==> config.mk <==
export PLATFORM = sky130hd
export DESIGN_NAME = uart_rx_ctrl
export DESIGN_NICKNAME = d
export VERILOG_FILES = /design/src/rtl/uart_rx_pkg.sv /design/src/rtl/uart_rx_ctrl.sv
export SDC_FILE = /design/constraint.sdc
export NUM_CORES = 1
export LEC_CHECK = 0
export CAP_MARGIN = 20
export CORE_AREA = 2 2 114 116
export DETAILED_ROUTE_END_ITERATION = 12
export DIE_AREA = 0 0 116 118
export GPL_ROUTABILITY_DRIVEN = 1
export PLACE_DENSITY_LB_ADDON = 0.2
export SYNTH_ARGS = -nofsm -noshare
export SYNTH_HDL_FRONTEND = slang
export SYNTH_SLANG_ARGS = --single-unit
==> constraint.sdc <==
create_clock -name clk -period 2.25 [get_ports clk]
set_input_delay 0.45 -clock clk [delete_from_list [all_inputs] [get_ports clk]]
set_output_delay 0.45 -clock clk [all_outputs]
set_load 0.005 [all_outputs]
==> src/rtl/uart_rx_pkg.sv <==
// Shared types for the host-to-core UART link.
//   uart_res_t : acknowledgement request sent to the TX controller
//   START_FLAG : first byte of every host frame
package uart_rx_pkg;

  typedef enum logic [1:0] {
    RES_NONE = 2'd0,
    RES_ACK  = 2'd1,
    RES_NAK  = 2'd2
  } uart_res_t;

  localparam logic [7:0] START_FLAG = 8'hA5;

endpackage

==> src/rtl/uart_rx_ctrl.sv <==
// Byte-level frame parser for the host-to-core UART link.
// Frame: START_FLAG, CMD, LEN, PAYLOAD[LEN], CHECKSUM (8-bit wrapping sum of
// every preceding byte of the frame).
// Ports:
//   clk, rstn    : clock, synchronous active-low reset
//   rx_data      : byte from the UART RX PHY, qualified by rx_valid
//   cmd_valid    : one-cycle pulse, accepted command on cmd_code/len/payload
//   cmd_code     : CMD byte of the last accepted frame (held)
//   cmd_len      : LEN byte of the last accepted frame (held)
//   cmd_payload  : payload, byte i at [i*8 +: 8], unused bytes 0 (held)
//   res          : one-cycle RES_ACK / RES_NAK towards the TX controller
module uart_rx_ctrl
  import uart_rx_pkg::*;
#(
  parameter int MAX_LEN        = 4,
  parameter int TIMEOUT_CYCLES = 1000000
) (
  input  logic                 clk,
  input  logic                 rstn,
  input  logic [7:0]           rx_data,
  input  logic                 rx_valid,
  output logic                 cmd_valid,
  output logic [7:0]           cmd_code,
  output logic [7:0]           cmd_len,
  output logic [MAX_LEN*8-1:0] cmd_payload,
  output uart_res_t            res
);

  localparam int              TW        = (TIMEOUT_CYCLES > 1) ? $clog2(TIMEOUT_CYCLES) : 1;
  localparam logic [TW-1:0]   TMO_LAST  = TW'(TIMEOUT_CYCLES - 1);
  localparam logic [7:0]      MAX_LEN_B = 8'(MAX_LEN);

  typedef enum logic [2:0] {
    S_IDLE,
    S_CMD,
    S_LEN,
    S_PAYLOAD,
    S_CHECKSUM
  } state_t;

  state_t                 state;
  logic [7:0]             chk;
  logic [7:0]             code_q;
  logic [7:0]             len_q;
  logic [7:0]             byte_cnt;
  logic [TW-1:0]          tmo_cnt;
  logic [MAX_LEN*8-1:0]   pay_buf;

  always_ff @(posedge clk) begin
    // NOTE: sequential state uses non-blocking assignments only, so every
    // branch below reads the values from before this edge.
    if (!rstn) begin
      // NOTE: the payload buffer is an ordinary register here and is cleared
      // with everything else, so no stale bytes can leak into cmd_payload.
      state       <= S_IDLE;
      chk         <= '0;
      code_q      <= '0;
      len_q       <= '0;
      byte_cnt    <= '0;
      tmo_cnt     <= '0;
      pay_buf     <= '0;
      cmd_valid   <= 1'b0;
      cmd_code    <= '0;
      cmd_len     <= '0;
      cmd_payload <= '0;
      res         <= RES_NONE;
    end else begin
      // Pulse outputs default low; a branch below may raise them for one cycle.
      cmd_valid <= 1'b0;
      res       <= RES_NONE;

      if (rx_valid) begin
        // A byte always beats a coincident timeout.
        tmo_cnt <= '0;
        unique case (state)
          S_IDLE: begin
            // Resync hunt: anything but START_FLAG is silently dropped.
            if (rx_data == START_FLAG) begin
              chk     <= START_FLAG;
              pay_buf <= '0;
              state   <= S_CMD;
            end
          end
          S_CMD: begin
            code_q <= rx_data;
            chk    <= chk + rx_data;
            state  <= S_LEN;
          end
          S_LEN: begin
            if (rx_data > MAX_LEN_B) begin
              res   <= RES_NAK;
              state <= S_IDLE;
            end else begin
              len_q    <= rx_data;
              byte_cnt <= '0;
              chk      <= chk + rx_data;
              state    <= (rx_data == 8'd0) ? S_CHECKSUM : S_PAYLOAD;
            end
          end
          S_PAYLOAD: begin
            for (int i = 0; i < MAX_LEN; i++) begin
              if (byte_cnt == 8'(i)) pay_buf[i*8 +: 8] <= rx_data;
            end
            chk      <= chk + rx_data;
            byte_cnt <= byte_cnt + 8'd1;
            if (byte_cnt == len_q - 8'd1) state <= S_CHECKSUM;
          end
          S_CHECKSUM: begin
            if (rx_data == chk) begin
              cmd_valid   <= 1'b1;
              cmd_code    <= code_q;
              cmd_len     <= len_q;
              cmd_payload <= pay_buf;
              res         <= RES_ACK;
            end else begin
              res <= RES_NAK;
            end
            state <= S_IDLE;
          end
          default: state <= S_IDLE;
        endcase
      end else if (state == S_IDLE) begin
        tmo_cnt <= '0;
      end else if (tmo_cnt == TMO_LAST) begin
        // Host went quiet mid-frame: abandon it and tell the host.
        res     <= RES_NAK;
        state   <= S_IDLE;
        tmo_cnt <= '0;
      end else begin
        tmo_cnt <= tmo_cnt + 1'b1;
      end
    end
  end

endmodule

### Word-level counts from Yosys, hierarchy flattened

Cells that the tools add are included.

| word-level totals | value |
|---|---|
| input port bits | 11 |
| latch bits | 0 |
| register bits after elaboration | 138 |
| memory bits (writable) | 0 |
| memories kept | 0 |
| ROM bits | 0 |
| output and inout port bits | 51 |
| word-level logic and storage cells | 87 |

| cells by class | value |
|---|---|
| divide/modulo/power cells | 0 |
| shift-type cells | 0 |
| magnitude comparators | 1 |
| reduce and logical (&&, ||, !) cells | 20 |
| bitwise logic cells | 2 |
| muxes and demuxes | 26 |
| equality and inequality tests | 19 |
| $add $sub $neg | 4 |
| multipliers | 0 |

Operators by type and width:

| operator | number |
|---|---|
| 32-bit one-hot mux with 2 select lines | 1 |
| 8-bit two-way mux | 7 |
| 32-bit two-way mux | 1 |
| 8-bit one-hot mux with 3 select lines | 1 |
| 4-bit AND reduction | 6 |
| 3-bit two-way mux | 7 |
| 20-bit by 1-bit adder with 20-bit output, second input constant | 1 |
| 20-bit == test, second input constant | 1 |
| 8-bit by 2-bit == test with 1-bit output, second input constant | 2 |
| 8-bit == test | 2 |
| 8-bit logical NOT | 2 |
| 8-bit one-hot mux with 2 select lines | 1 |
| 2-bit != test, second input constant | 7 |
| 3-bit one-hot mux with 4 select lines | 1 |
| 3-bit AND reduction | 4 |
| 2-bit two-way mux | 5 |
| 8-bit by 1-bit adder with 8-bit output, second input constant | 1 |
| 8-bit adder | 1 |
| 8-bit by 1-bit == test with 1-bit output, second input constant | 1 |
| 8-bit == test, second input constant | 1 |
| 8-bit by 3-bit > comparator with 1-bit output, second input constant | 1 |
| 8-bit by 1-bit subtractor with 8-bit output, second input constant | 1 |
| 3-bit by 2-bit == test with 1-bit output, second input constant | 2 |
| 2-bit nonzero test | 3 |
| other kinds (11) | 12 |

### Logic depth before layout (Yosys ltp)

| logic depth | value |
|---|---|
| depth after elaboration | 5 |
| mapped depth | 10 |
| depth with buffers taken out | 10 |

### Least setup slack after synthesis

OpenSTA, ideal clock, no wires.

| path | value |
|---|---|
| path kind | input port to flip-flop |
| start point | input port rx_data[7] |
| end point | register chk[7] |
| data required time | 2134 ps |
| path buffers | 0 |
| path slack | -141 ps |
| stages on the path | 6 |
| setup time | 116 ps |
| arrival | 2274 ps |
| path through | or4_4 or3b_4 a21oi_2 o21ai_2 or4b_1 o211a_1 |

| on the way | value |
|---|---|
| longest elaborated chain between the ends | 3 |
| elaborated cells on any way between the ends | 8 |
| classes of those cells | add/sub: 1; order compare: 1; eq/ne: 3; mux: 2; reduce/logical: 1 |

Ends and longest elaborated chain:

| item | RTL line | RTL |
|---|---|---|
| start: declaration | uart_rx_ctrl.sv:20 | `input logic [7:0] rx_data,` |
| 8-bit adder, or another cell as far along | uart_rx_ctrl.sv:86, uart_rx_ctrl.sv:96, uart_rx_ctrl.sv:104 |  |
| 8-bit two-way mux or 2-bit != test (tied branches) | - |  |
| 8-bit one-hot mux with 3 select lines or 4-bit AND reduction (tied branches) | - |  |
| end signal: assignment | uart_rx_ctrl.sv:86 | `chk <= chk + rx_data;` |
| end signal: assignment | uart_rx_ctrl.sv:96 | `chk <= chk + rx_data;` |
| end signal: assignment | uart_rx_ctrl.sv:104 | `chk <= chk + rx_data;` |
| end: declaration | uart_rx_ctrl.sv:42 | `logic [7:0] chk;` |

Parallel ways exist; a longest one is shown, timed or not. The select of a mux whose other input is x is not followed.
A chain may end at the register's enable or synchronous reset.

### Worst setup path after layout

| path | value |
|---|---|
| start point | input port rx_data[6] |
| end point | register chk[7] |

The elaborated chain is that of the path after synthesis.

==> impl_metrics.ini <==
[outcome]
status = finished clean

[setup_path]
path_class = in -> reg
cp_data_arrival_time_ps = 2490
path_delay_family = simple AND/OR/NAND/NOR gates
start_kind = primary input
critPathMaxFanout = 2
slowest_delay_ps = 540
path_buf_inv = 1
ff2ff_setup_slack_ps = 70
endpoint_kind = register
cp_cell_sequence = dlygate4sd2_1 -> or4_4 -> or3b_4 -> a21oi_2 -> o21ai_2 -> or4b_1 -> o211a_1
cp.required_ps = 2560
critPathSlowestCell = or4_4

[placement]
place_hpwl_mm = 9.764
dpl_worst_slack_ps = -742.9
placedInstanceArea_mm2 = 0.007259
gp_congestion = 0.8870
dp_cells = 936
io_buffer_count = 61

[synth]
ys_ff_latch = 138
syn-cell-area_mm2 = 0.006077
avgSynthCellArea_um2 = 8.833
yosysSeqAreaShare_pct = 45.46
syn_nets = 713
synthArstFlopShare_pct = 0
synth_cells = 688
synth_edf_count = 0
synth_ff_type = dfxtp_1
yosysUniqueCellTypes = 52
ys_warn_count = 0

[sta]
grt_setup_unrepaired = true
hold_slack_ps = 456.9
period_share_pct = 96.90
final_hold_viol_count = 0
setup-violations-final = 0
tightest_slew_ps = 508.0
worst_slack_ps = 69.68
skew_ps = 5.374
post-route-min-period_ps = 2180
finalSetupTns_ps = 0
fmax_mhz = 458.6
relSlewSlack_pct = 65.90
slew_violations = 0

[clock_tree]
cts-root-buf = clkbuf_16
ctsLongestPathBuffers = 2
cts_num_sinks = 138
cts_max_level = 4
cts_tree = yes
cts_hold_buf = 0
cts_made_buffers = 17
clk_pin_slew_worst_paths_ps = 60
clkLatencyLatePin_ps = 410

[drt]
drc = 0
wirelength_mm = 14.40
dr.pass1.iters = 4
antenna_left = 0
vias = 5005
drtIter0Drc = 280
wl_met1_mm = 6.669
top_layer = met4
wl_per_cell_um = 14.80
viasPerCell = 5.144
routed-wl-met3_um = 487
wl_met2_mm = 7.069

[finish]
area_growth_pct = 32.24
num_antenna_cells = 0
fin_util_pct = 64.73
finalInstanceArea_mm2 = 0.008036
drive_gt1_share_pct = 14.73
fin_nets = 813
layout.cells.non_filler = 973

[die]
die-area_mm2 = 0.01369
num_io_pins = 62
die_h_um = 118
start_util_pct = 48.95
die_w_um = 116
rows = 41
core_mm2 = 0.01241

[grt]
antenna_found_initial = 0
grt-ovfl-total = 0
first_global_vias = 4854
grt.total_usage_pct = 21.45
grt_max_degree = 114
grt_pass1_wl_mm = 23.38

[power]
ir_drop_uv = 396.7
p_leak_nw = 2.866
power_density_mw_per_mm2 = 667.2
p_total_mw = 5.362

[hold_path]
hold_class = reg -> reg

[job]
maxCapViolCount = 0
==> routing by layer <==
layer  GRT usage, %  vias to the layer above
met5              0                        -
met4          5.952                        0
met3          5.201                       12
met2          35.34                       89
met1          27.88                     2388
li1               -                     2516
==> cell usage after synthesis, types with 2 or more instances <==
master	count	share of area [%]
a21o_1	2	0.25
nand4_1	9	0.93
nor2_1	45	2.8
a211oi_1	2	0.25
nor2b_1	43	4.4
a21boi_0	57	7.0
o311a_1	2	0.33
or4_1	3	0.37
nand2_1	136	8.4
nor4b_1	3	0.43
or2_2	3	0.31
nor4_1	2	0.21
nor3_1	10	0.82
buf_2	2	0.16
ha_1	13	2.7
buf_1	2	0.12
xnor2_1	17	2.5
nand3_1	13	1.1
inv_1	9	0.56
and2_1	11	1.1
nand2b_1	4	0.41
o21ai_0	13	1.1
a21oi_1	10	0.82
and3_1	21	2.2
mux2i_1	36	5.9
dfxtp_1	138	45
xor2_1	22	3.2
clkbuf_1	31	1.9
a21oi_2	6	0.86
==> worst paths after layout <==
path,from,endpoint,depth (start not counted)
setup / recovery,rx_data[6],chk[7]$_SDFFE_PN0P_,7
hold / removal,cmd_len[5]$_SDFFE_PN0P_,cmd_len[5]$_SDFFE_PN0P_,2
setup reg to reg,chk[1]$_SDFFE_PN0P_,cmd_payload[7]$_SDFFE_PN0P_,11
hold reg to reg,cmd_len[5]$_SDFFE_PN0P_,cmd_len[5]$_SDFFE_PN0P_,2
==> tightest hold or removal path, cell delays in order, from the launching register on <==
cell and delay [ps]:
dfxtp_1 310, nand2_1 50, a21boi_1 50
==> cell type report <==
cell class | count | area, um2
fill | 1026 | 4378
multi-input combinational | 506 | 3249
sequential | 138 | 2764
timing repair buffer | 116 | 1180
clock buffer | 19 | 452.9
tap | 172 | 215.2
clock inverter | 13 | 141.4
inverter | 9 | 33.78
==> kinds of logic (layout without fill, tap and decap cells) <==
family / Yosys count / in the layout / synth area share (%)
AOI/OAI and AO/OA: 104 / 104 / 12.23
xor gates and xnor gates: 39 / 39 / 5.621
adders and majority gates: 14 / 14 / 3.006
buffers and inverters: 44 / 157 / 2.759
DFF: 138 / 138 / 45.46
muxes: 37 / 37 / 6.115
and+or+nand+nor: 312 / 312 / 24.81
==> cells in the final DEF, fill, tap and decap left out, drive strengths merged, types with 2 or more instances in the layout <==
cell type,instances
a21oi,16
xor2,22
and3,21
nor2,45
clkinvlp,3
nor4b,3
nor4,2
a21o,2
clkinv,5
dlygate4sd2,7
nor2b,43
and2,11
o21ai,15
or2,3
nor3,11
clkbuf,21
nand3,13
nand2b,4
nand2,136
xnor2,17
bufinv,2
a21boi,57
a211oi,2
buf,54
nand4,9
mux2i,36
clkdlybuf4s50,52
or4,4
dfxtp,138
o311a,2
ha,13
inv,12
==> sequential cells by signal (all words and copies together), names as in the netlist <==
| register | cells |
|---|---|
| cmd_payload | 32 |
| chk | 8 |
| cmd_len | 8 |
| pay_buf | 32 |
| len_q | 8 |
| cmd_code | 8 |
| cmd_valid | 1 |
| res | 2 |
| code_q | 8 |
| byte_cnt | 8 |
| tmo_cnt | 20 |
| state | 3 |
==> where the power goes <==
part           switching, mW  internal [mW]  leakage [nW]  total (mW)
Sequential          0.000464           2.44          1.11        2.44
Combinational         0.0775         0.0749          1.47       0.152
Clock                   1.07           1.70         0.286        2.76
==> timing repair <==
| item | CTS | global route |
|---|---|---|
| cloned | 0 | 2 |
| pin swaps | 10 | 7 |
| resized for setup | 18 | 17 |
| buffers inserted | 2 | 1 |
| setup endpoints to repair | 99 | 84 |
Note: power is estimated with default switching activity, not from simulation.
